### config.mk
export PLATFORM = sky130hd
export DESIGN_NAME = uart_tx_responder
export DESIGN_NICKNAME = d
export VERILOG_FILES = /design/src/rtl/uart_tx_pkg.sv /design/src/rtl/uart_tx_fifo.sv /design/src/rtl/uart_tx_responder.sv
export SDC_FILE = /design/constraint.sdc
export NUM_CORES = 1
export LEC_CHECK = 0
export BUFFER_PORTS_ARGS = -buffer_cell sky130_fd_sc_hd__clkbuf_2
export CAP_MARGIN = 25
export CELL_PAD_IN_SITES_DETAIL_PLACEMENT = 1
export CELL_PAD_IN_SITES_GLOBAL_PLACEMENT = 2
export CORE_MARGIN = 2
export CORE_UTILIZATION = 39
export CTS_CLUSTER_DIAMETER = 120
export CTS_CLUSTER_SIZE = 24
export DETAILED_ROUTE_END_ITERATION = 12
export PLACE_DENSITY_LB_ADDON = 0.3
export SETUP_SLACK_MARGIN = 0.4
export SLEW_MARGIN = 15
export SYNTH_ARGS = -nofsm -noshare
export SYNTH_HDL_FRONTEND = slang
export SYNTH_SLANG_ARGS = --single-unit
### constraint.sdc
create_clock -name clk -period 4.7 [get_ports clk]
set_input_delay 0 -clock clk [delete_from_list [all_inputs] [get_ports clk]]
set_output_delay 0 -clock clk [all_outputs]
set_load 0.005 [all_outputs]
### src/rtl/uart_tx_pkg.sv
// uart_tx_pkg: register offsets, CON bit positions and FSM states for the UART transmit responder
package uart_tx_pkg;
  localparam logic [7:0] TXD_OFF = 8'h18;
  localparam logic [7:0] CON_OFF = 8'h20;
  localparam int CON_IRQ_EN = 0;
  localparam int CON_TX_DONE = 1;
  localparam int CON_FULL = 2;
  localparam int CON_BUSY = 3;
  localparam int CON_EMPTY = 4;
  localparam int CON_OVF = 5;
  typedef enum logic [1:0] {IDLE, START, DATA, STOP} state_t;
endpackage

### src/rtl/uart_tx_fifo.sv
// uart_tx_fifo: synchronous FIFO with occupancy count, depth a power of two
module uart_tx_fifo #(
  parameter int DEPTH = 8,
  parameter int WIDTH = 8
) (
  input  logic                     clk,
  input  logic                     reset,
  input  logic                     push,
  input  logic                     pop,
  input  logic [WIDTH-1:0]         din,
  output logic [WIDTH-1:0]         dout,
  output logic                     full,
  output logic                     empty,
  output logic [$clog2(DEPTH):0]   count
);
  localparam int AW = $clog2(DEPTH);
  logic [WIDTH-1:0] mem [DEPTH];
  logic [AW-1:0] wp, rp;
  always_ff @(posedge clk)
    if (push) mem[wp] <= din;
  always_ff @(posedge clk) begin
    if (reset) begin
      wp <= '0;
      rp <= '0;
      count <= '0;
    end else begin
      wp <= push ? wp + AW'(1) : wp;
      rp <= pop ? rp + AW'(1) : rp;
      count <= count + (AW+1)'(push) - (AW+1)'(pop);
    end
  end
  assign dout = mem[rp];
  assign full = count == (AW+1)'(DEPTH);
  assign empty = count == '0;
endmodule

### src/rtl/uart_tx_responder.sv
// uart_tx_responder: memory-mapped 8N1 UART transmitter with FIFO, sticky flags and interrupt
module uart_tx_responder import uart_tx_pkg::*; #(
  parameter int CLKS_PER_BIT = 217,
  parameter int FIFO_DEPTH = 8
) (
  input  logic        clk,
  input  logic        reset,
  input  logic        rd,
  input  logic        wr,
  input  logic [31:0] addr,
  input  logic [31:0] wdata,
  output logic [31:0] rdata,
  output logic        UART_TX,
  output logic        irqout
);
  localparam int CW = $clog2(CLKS_PER_BIT);
  state_t state, state_n;
  logic [CW-1:0] cnt, cnt_n;
  logic [2:0] idx, idx_n;
  logic [7:0] shift, shift_n, dout;
  logic tx, tx_n, tx_done, ovf, irq_en;
  logic pop, push, full, empty, bit_end, done_set, wr_txd, wr_con;
  logic [$clog2(FIFO_DEPTH):0] fifo_count;
  logic [5:0] con;
  logic unused_bits;
  uart_tx_fifo #(.DEPTH(FIFO_DEPTH), .WIDTH(8)) u_fifo (
    .clk(clk), .reset(reset), .push(push), .pop(pop), .din(wdata[7:0]),
    .dout(dout), .full(full), .empty(empty), .count(fifo_count)
  );
  assign unused_bits = ^{addr[31:8], wdata[31:8], fifo_count};
  assign wr_txd = wr && addr[7:0] == TXD_OFF;
  assign wr_con = wr && addr[7:0] == CON_OFF;
  assign push = wr_txd && (!full || pop);
  assign bit_end = cnt == CW'(CLKS_PER_BIT - 1);
  always_comb begin
    state_n = state;
    cnt_n = (state == IDLE || bit_end) ? '0 : cnt + CW'(1);
    idx_n = idx;
    shift_n = shift;
    tx_n = tx;
    pop = 1'b0;
    done_set = 1'b0;
    case (state)
      IDLE: begin
        tx_n = empty;
        pop = !empty;
        shift_n = empty ? shift : dout;
        state_n = empty ? IDLE : START;
      end
      START: if (bit_end) begin
        state_n = DATA;
        tx_n = shift[0];
        idx_n = '0;
      end
      DATA: if (bit_end) begin
        shift_n = shift >> 1;
        idx_n = idx + 3'd1;
        tx_n = idx == 3'd7 ? 1'b1 : shift[1];
        state_n = idx == 3'd7 ? STOP : DATA;
      end
      STOP: if (bit_end) begin
        done_set = 1'b1;
        pop = !empty;
        shift_n = empty ? shift : dout;
        tx_n = empty;
        state_n = empty ? IDLE : START;
      end
      default: state_n = IDLE;
    endcase
  end
  always_ff @(posedge clk) begin
    if (reset) begin
      state <= IDLE;
      cnt <= '0;
      idx <= '0;
      shift <= '0;
      tx <= 1'b1;
      tx_done <= 1'b0;
      ovf <= 1'b0;
      irq_en <= 1'b0;
    end else begin
      state <= state_n;
      cnt <= cnt_n;
      idx <= idx_n;
      shift <= shift_n;
      tx <= tx_n;
      tx_done <= done_set || (tx_done && !(wr_con && wdata[CON_TX_DONE]));
      ovf <= (wr_txd && !push) || (ovf && !(wr_con && wdata[CON_OVF]));
      irq_en <= wr_con ? wdata[CON_IRQ_EN] : irq_en;
    end
  end
  always_comb begin
    con = '0;
    con[CON_IRQ_EN] = irq_en;
    con[CON_TX_DONE] = tx_done;
    con[CON_FULL] = full;
    con[CON_BUSY] = state != IDLE;
    con[CON_EMPTY] = empty;
    con[CON_OVF] = ovf;
  end
  assign rdata = (rd && addr[7:0] == CON_OFF) ? {26'd0, con} : 32'd0;
  assign UART_TX = tx;
  assign irqout = irq_en & tx_done;
endmodule

After elaboration in Yosys (flattened, before gate mapping)
Memory sizes are Yosys's and may differ from the RTL's. A register that Yosys moved wholly into a read port is not among the register bits.
Cells that the tools add are included.
{"block": "word_totals", "memories": 1, "rom_bits": 0, "ram_bits": 64, "elab_cells": 84, "regBits": 35, "latch_bits": 0, "input_bits": 68, "out_inout_bits": 34}
{"block": "op_classes", "mul": 0, "bitwise_logic": 1, "n_reduce_logical": 27, "div": 0, "n_shift": 0, "n_mux": 27, "n_addsub": 6, "order_cmp": 0, "eq_ne": 11}
{"name": "u_fifo.mem", "words": 8, "width": 8, "read_ports": 1, "rd_clocked_by_memory_dff": 1, "wr": 1, "line_no": "uart_tx_fifo.sv:17", "source": "logic [WIDTH-1:0] mem [DEPTH];"}
{"cell": "$mux W8", "count": 3}
{"cell": "$pmux W8 S3", "count": 1}
{"cell": "$mux W3", "count": 4}
{"cell": "$mux W1", "count": 11}
{"cell": "$add A3 B1 Y3 const B", "count": 3}
{"cell": "$logic_and A1 B1 Y1", "count": 9}
{"cell": "$reduce_and A3 Y1", "count": 3}
{"cell": "$add A8 B1 Y8 const B", "count": 1}
{"cell": "$eq A8 B5 Y1 const B", "count": 1}
{"cell": "$eq A8 B6 Y1 const B", "count": 1}
{"cell": "$eq A8 B8 Y1 const B", "count": 1}
{"cell": "$pmux W2 S4", "count": 1}
{"cell": "$mux W2", "count": 3}
{"cell": "$mux W6", "count": 1}
{"cell": "$ne A2 B2 Y1 const B", "count": 3}
{"cell": "$pmux W3 S2", "count": 1}
{"cell": "$logic_not A1 Y1", "count": 5}
{"cell": "$add A4 B1 Y4", "count": 1}
{"cell": "$eq A2 B2 Y1 const B", "count": 2}
{"cell": "$eq A4 B4 Y1 const B", "count": 1}
{"cell": "$logic_not A4 Y1", "count": 1}
{"cell": "$logic_or A1 B1 Y1", "count": 4}
{"cell": "$pmux W1 S4", "count": 1}
{"cell": "$reduce_bool A2 Y1", "count": 2}
{"cell": "other kinds (8)", "count": 8}

Logic depth before layout (Yosys ltp)
{"block": "logic_depth", "depth_word": 9, "mapped_depth": 12, "depth_no_buf": 12}

Hierarchy
A second synthesis with hierarchy kept.
{"block": "hier_totals", "cells_unflattened": 338, "area_unflattened_um2": 4670.7}
{"module": "uart_tx_fifo", "cells_per_inst": 163, "n_inst": 1, "seq_area_each_um2": 2182.1, "area_each_um2": 3098.0}
{"module": "uart_tx_responder", "cells_per_inst": 175, "n_inst": 1, "seq_area_each_um2": 500.5, "area_each_um2": 1572.8}

Least setup slack after synthesis
Ideal clock, no wire load.
{"block": "synth_path", "path_kind": "register to register", "start": "register state[0]", "end": "memory u_fifo.mem[2][0], enable pin", "stages_incl_launch_ff": 6, "setup_ps": 398, "period_less_slack_ps": 2775, "required_ps": 4302, "path_buffers": 0, "slack_ps": 1925, "arrival_ps": 2377, "path_cell_list": "dfxtp_1 -> inv_1 -> ha_1 -> o21ai_0 -> nand3_4 -> nor4b_1"}
{"block": "synth_between", "elab_chain_len": 6, "word_cells_on_any_way": 7, "classes_between": "1 x eq/ne; 3 x mux; 3 x reduce/logical"}
{"item": "start: declaration", "line_no": "uart_tx_responder.sv:17", "source": "state_t state, state_n;"}
{"item": "start signal: assignment", "line_no": "uart_tx_responder.sv:82", "source": "state <= state_n;"}
{"item": "$eq A2 B2 Y1 or $logic_not A2 Y1 (tied branches)", "line_no": "uart_tx_responder.sv:43", "source": "case (state)"}
{"item": "$pmux W1 S2 *", "line_no": "uart_tx_responder.sv:43"}
{"item": "$logic_or A1 B1 Y1 *", "line_no": "uart_tx_responder.sv:33", "source": "assign push = wr_txd && (!full || pop);"}
{"item": "$logic_and A1 B1 Y1 *", "line_no": "uart_tx_responder.sv:33"}
{"item": "$mux W1 *", "line_no": "uart_tx_fifo.sv:20", "source": "if (push) mem[wp] <= din;"}
{"item": "$mux W1 (not written as such) *", "line_no": "uart_tx_fifo.sv:20"}
{"item": "end: declaration", "line_no": "uart_tx_fifo.sv:17"}
Every way passes the cells marked *; elsewhere a longest branch is shown, timed or not.

Worst setup path in the final report
{"block": "layout_path", "start": "register state[0]", "end": "memory u_fifo.mem[7][0], enable pin"}
Same word-level chain as after synthesis.

==> results_dict.tcl <==
set metrics [dict create \
    synth_edf_count 64 \
    final_common_cell "edfxtp_1" \
    gp_congestion 0.722 \
    start_util 0.403 \
    overflow 0 \
    ir_drop_uv 252 \
    antenna_cells 0 \
    critPathTopFamily "simple AND/OR/NAND/NOR gates" \
    hold_path_class "input port to flop" \
    layout_setup_ws_ns 1.87 \
    synth-main-ff-cell "edfxtp_1" \
    critical_path_class "flop to flop" \
    ios 102 \
    drive_above_1_share 0.169 \
    cp.arrival_ns 2.80 \
    die_w_um 113 \
    routedWlPerCell_um 16.6 \
    ys_types 55 \
    cp_max_fo 8 \
    cts_setup_buffers 0 \
    antenna_found_initial 0 \
    dp_hpwl_um 6110 \
    r2r_cells 5 \
    finClkSkew_ns 0.00802 \
    p_leak_uw 0.00192 \
    rsz0062_at_grt "no" \
    finalHoldViolCount 0 \
    powerDensity_nw_per_um2 474 \
    slew_headroom 0.403 \
    root_buffer "clkbuf_16" \
    cts_max_level 3 \
    routed_wl_um 8970 \
    synth_warnings 0 \
    netlist_instances 350 \
    slowest_stage "nor3_2" \
    grt_pass1_vias 2827 \
    utilization 0.455 \
    hold_depth 5 \
    tritoncts "built" \
    status "completed" \
    critPathRequiredTime_ns 4.67 \
    avgViaCountPerCell 5.17 \
    drc 0 \
    fmax_ghz 0.353 \
    dp_slack_ns 1.82 \
    nNetsFinal 477 \
    rrSetupSlack_ns 1.87 \
    io_buffers 27 \
    tns_ns 0 \
    core_um2 11600 \
    max_stage_delay_ns 0.76 \
    seq_area_frac_synth 0.575 \
    max-clock-path-buffers 2 \
    path_cells "inv_1 > ha_1 > o21ai_0 > nand3_4 > nor3_2" \
    min_period_ns 2.83 \
    cp-start-kind "flop" \
    grt_max_degree 27 \
    timing.final.setup_violations 0 \
    ys_async_sr_fraction 0 \
    period_share 0.602 \
    holdWs_ns 0.0923 \
    detail_route.first_pass.iterations 4 \
    dieArea_um2 12900 \
    clkLatencyLatePin_ns 0.34 \
    routed-via-count 2786 \
    ys_ff_latch 102 \
    cp-end-kind "flop" \
    drt_iter0_markers 134 \
    slew_viol_final 0 \
    antenna_left 0 \
    fill_cells 1191 \
    max-cap-violations 0 \
    crit_buf_inv 1 \
    crit_cells 5 \
    grt_use_total 0.150 \
    clk_pin_slew_worst_paths_ns 0.08 \
    syn-cell-area_um2 4670 \
    cts.sinks 102 \
    syn2layout_area_growth_pct 12.8 \
    num_rows 39 \
    syn_area_per_cell_um2 13.3 \
    finalPower_uw 2490 \
    tightest_slew_ns 0.890 \
    grt_pass1_wl_um 14800 \
    die_height_um 113 \
    numCtsBuffers 9 \
    most-common-layout-cells "edfxtp_1 (64), dfxtp_1 (38), nor2_1 (29)" \
]
[registers in the layout (all words and copies together), names as in the netlist, 2 cells and up, named ones only]
| register | flops |
|---|---|
| cnt | 8 |
| idx | 3 |
| shift | 8 |
| state | 2 |
| u_fifo.count | 4 |
| u_fifo.mem | 64 |
| u_fifo.rp | 3 |
| u_fifo.wp | 3 |
[stage by stage]
stage | cells | area (um2)
2_1_floorplan | 375 | 4760
3_3_place_gp | 514 | 4860
3_5_place_dp | 514 | 4860
4_1_cts | 538 | 5250
5_1_grt | 539 | 5260
6_report | 539 | 5260
[power breakdown]
part           internal [uW]  total [uW]  switching, uW
Combinational            304         635            331
Clock                    382         752            370
Sequential              1030        1110           82.0
Total                   1710        2490            783
[cell families after synthesis]
logic type               count (synthesis)  share of synthesized area
flip-flops                             102                      0.575
AND/OR/NAND/NOR                         92                      0.111
buffers and inverters                   57                     0.0735
AO/OA/AOI/OAI                           44                     0.0641
multiplexers                            28                      0.111
adder cells (fa/ha/maj)                 18                     0.0499
XOR/XNOR                                 8                     0.0150
other                                    1                   0.000804
[worst min-delay path: cells and delay by family]
family	cells	cell delay (ns)
AOI/OAI and AO/OA	2	0.20
buffers and inverters	2	0.14
and+or+nand+nor	1	0.07
[final cells by class]
type / count / area (um2) / area share
sequential: 102 / 2680 / 0.510
multi-input combinational: 216 / 1740 / 0.331
timing repair buffer: 41 / 268 / 0.0509
clock buffer: 9 / 225 / 0.0428
tap: 143 / 179 / 0.0340
clock inverter: 7 / 82.6 / 0.0157
inverter: 21 / 81.3 / 0.0155
[synthesized netlist by cell type, types with 6 or more instances]
library cell  number  area share
a221o_1            7       0.015
ha_1              17       0.046
mux4_2             8       0.039
dfxtp_1           38        0.16
nor3_1            10       0.011
nor2_1            29       0.023
mux2i_1           10       0.021
clkbuf_1           6      0.0048
a21oi_1           13       0.014
mux4_1             8       0.045
nand3_1           11       0.012
edfxtp_1          64        0.41
inv_1             20       0.016
o21ai_0           10       0.011
buf_4             27       0.043
[path summary, 6_finish.rpt]
check | startpoint | endpoint
worst max-delay path | state[0]$_SDFFE_PP0P_ | u_fifo.mem[7][0]$_DFFE_PP_
worst min-delay path | addr[7] | u_fifo.wp[1]$_SDFFE_PP0P_
worst max register to register | state[0]$_SDFFE_PP0P_ | u_fifo.mem[7][0]$_DFFE_PP_
worst min register to register | shift[7]$_SDFFE_PP0P_ | shift[7]$_SDFFE_PP0P_
[routing by layer]
metal / track usage / share of wire
met3: 0.0351 / 0.035
met1: 0.203 / 0.47
met2: 0.246 / 0.48
met4: 0.0415 / 0.013
met5: 0 / 0
[what timing repair did]
item	CTS	global route
resized for setup	0	0
hold endpoints to repair	64	0
hold buffers	8	0
No activity file was read; power rests on OpenSTA's default activity.
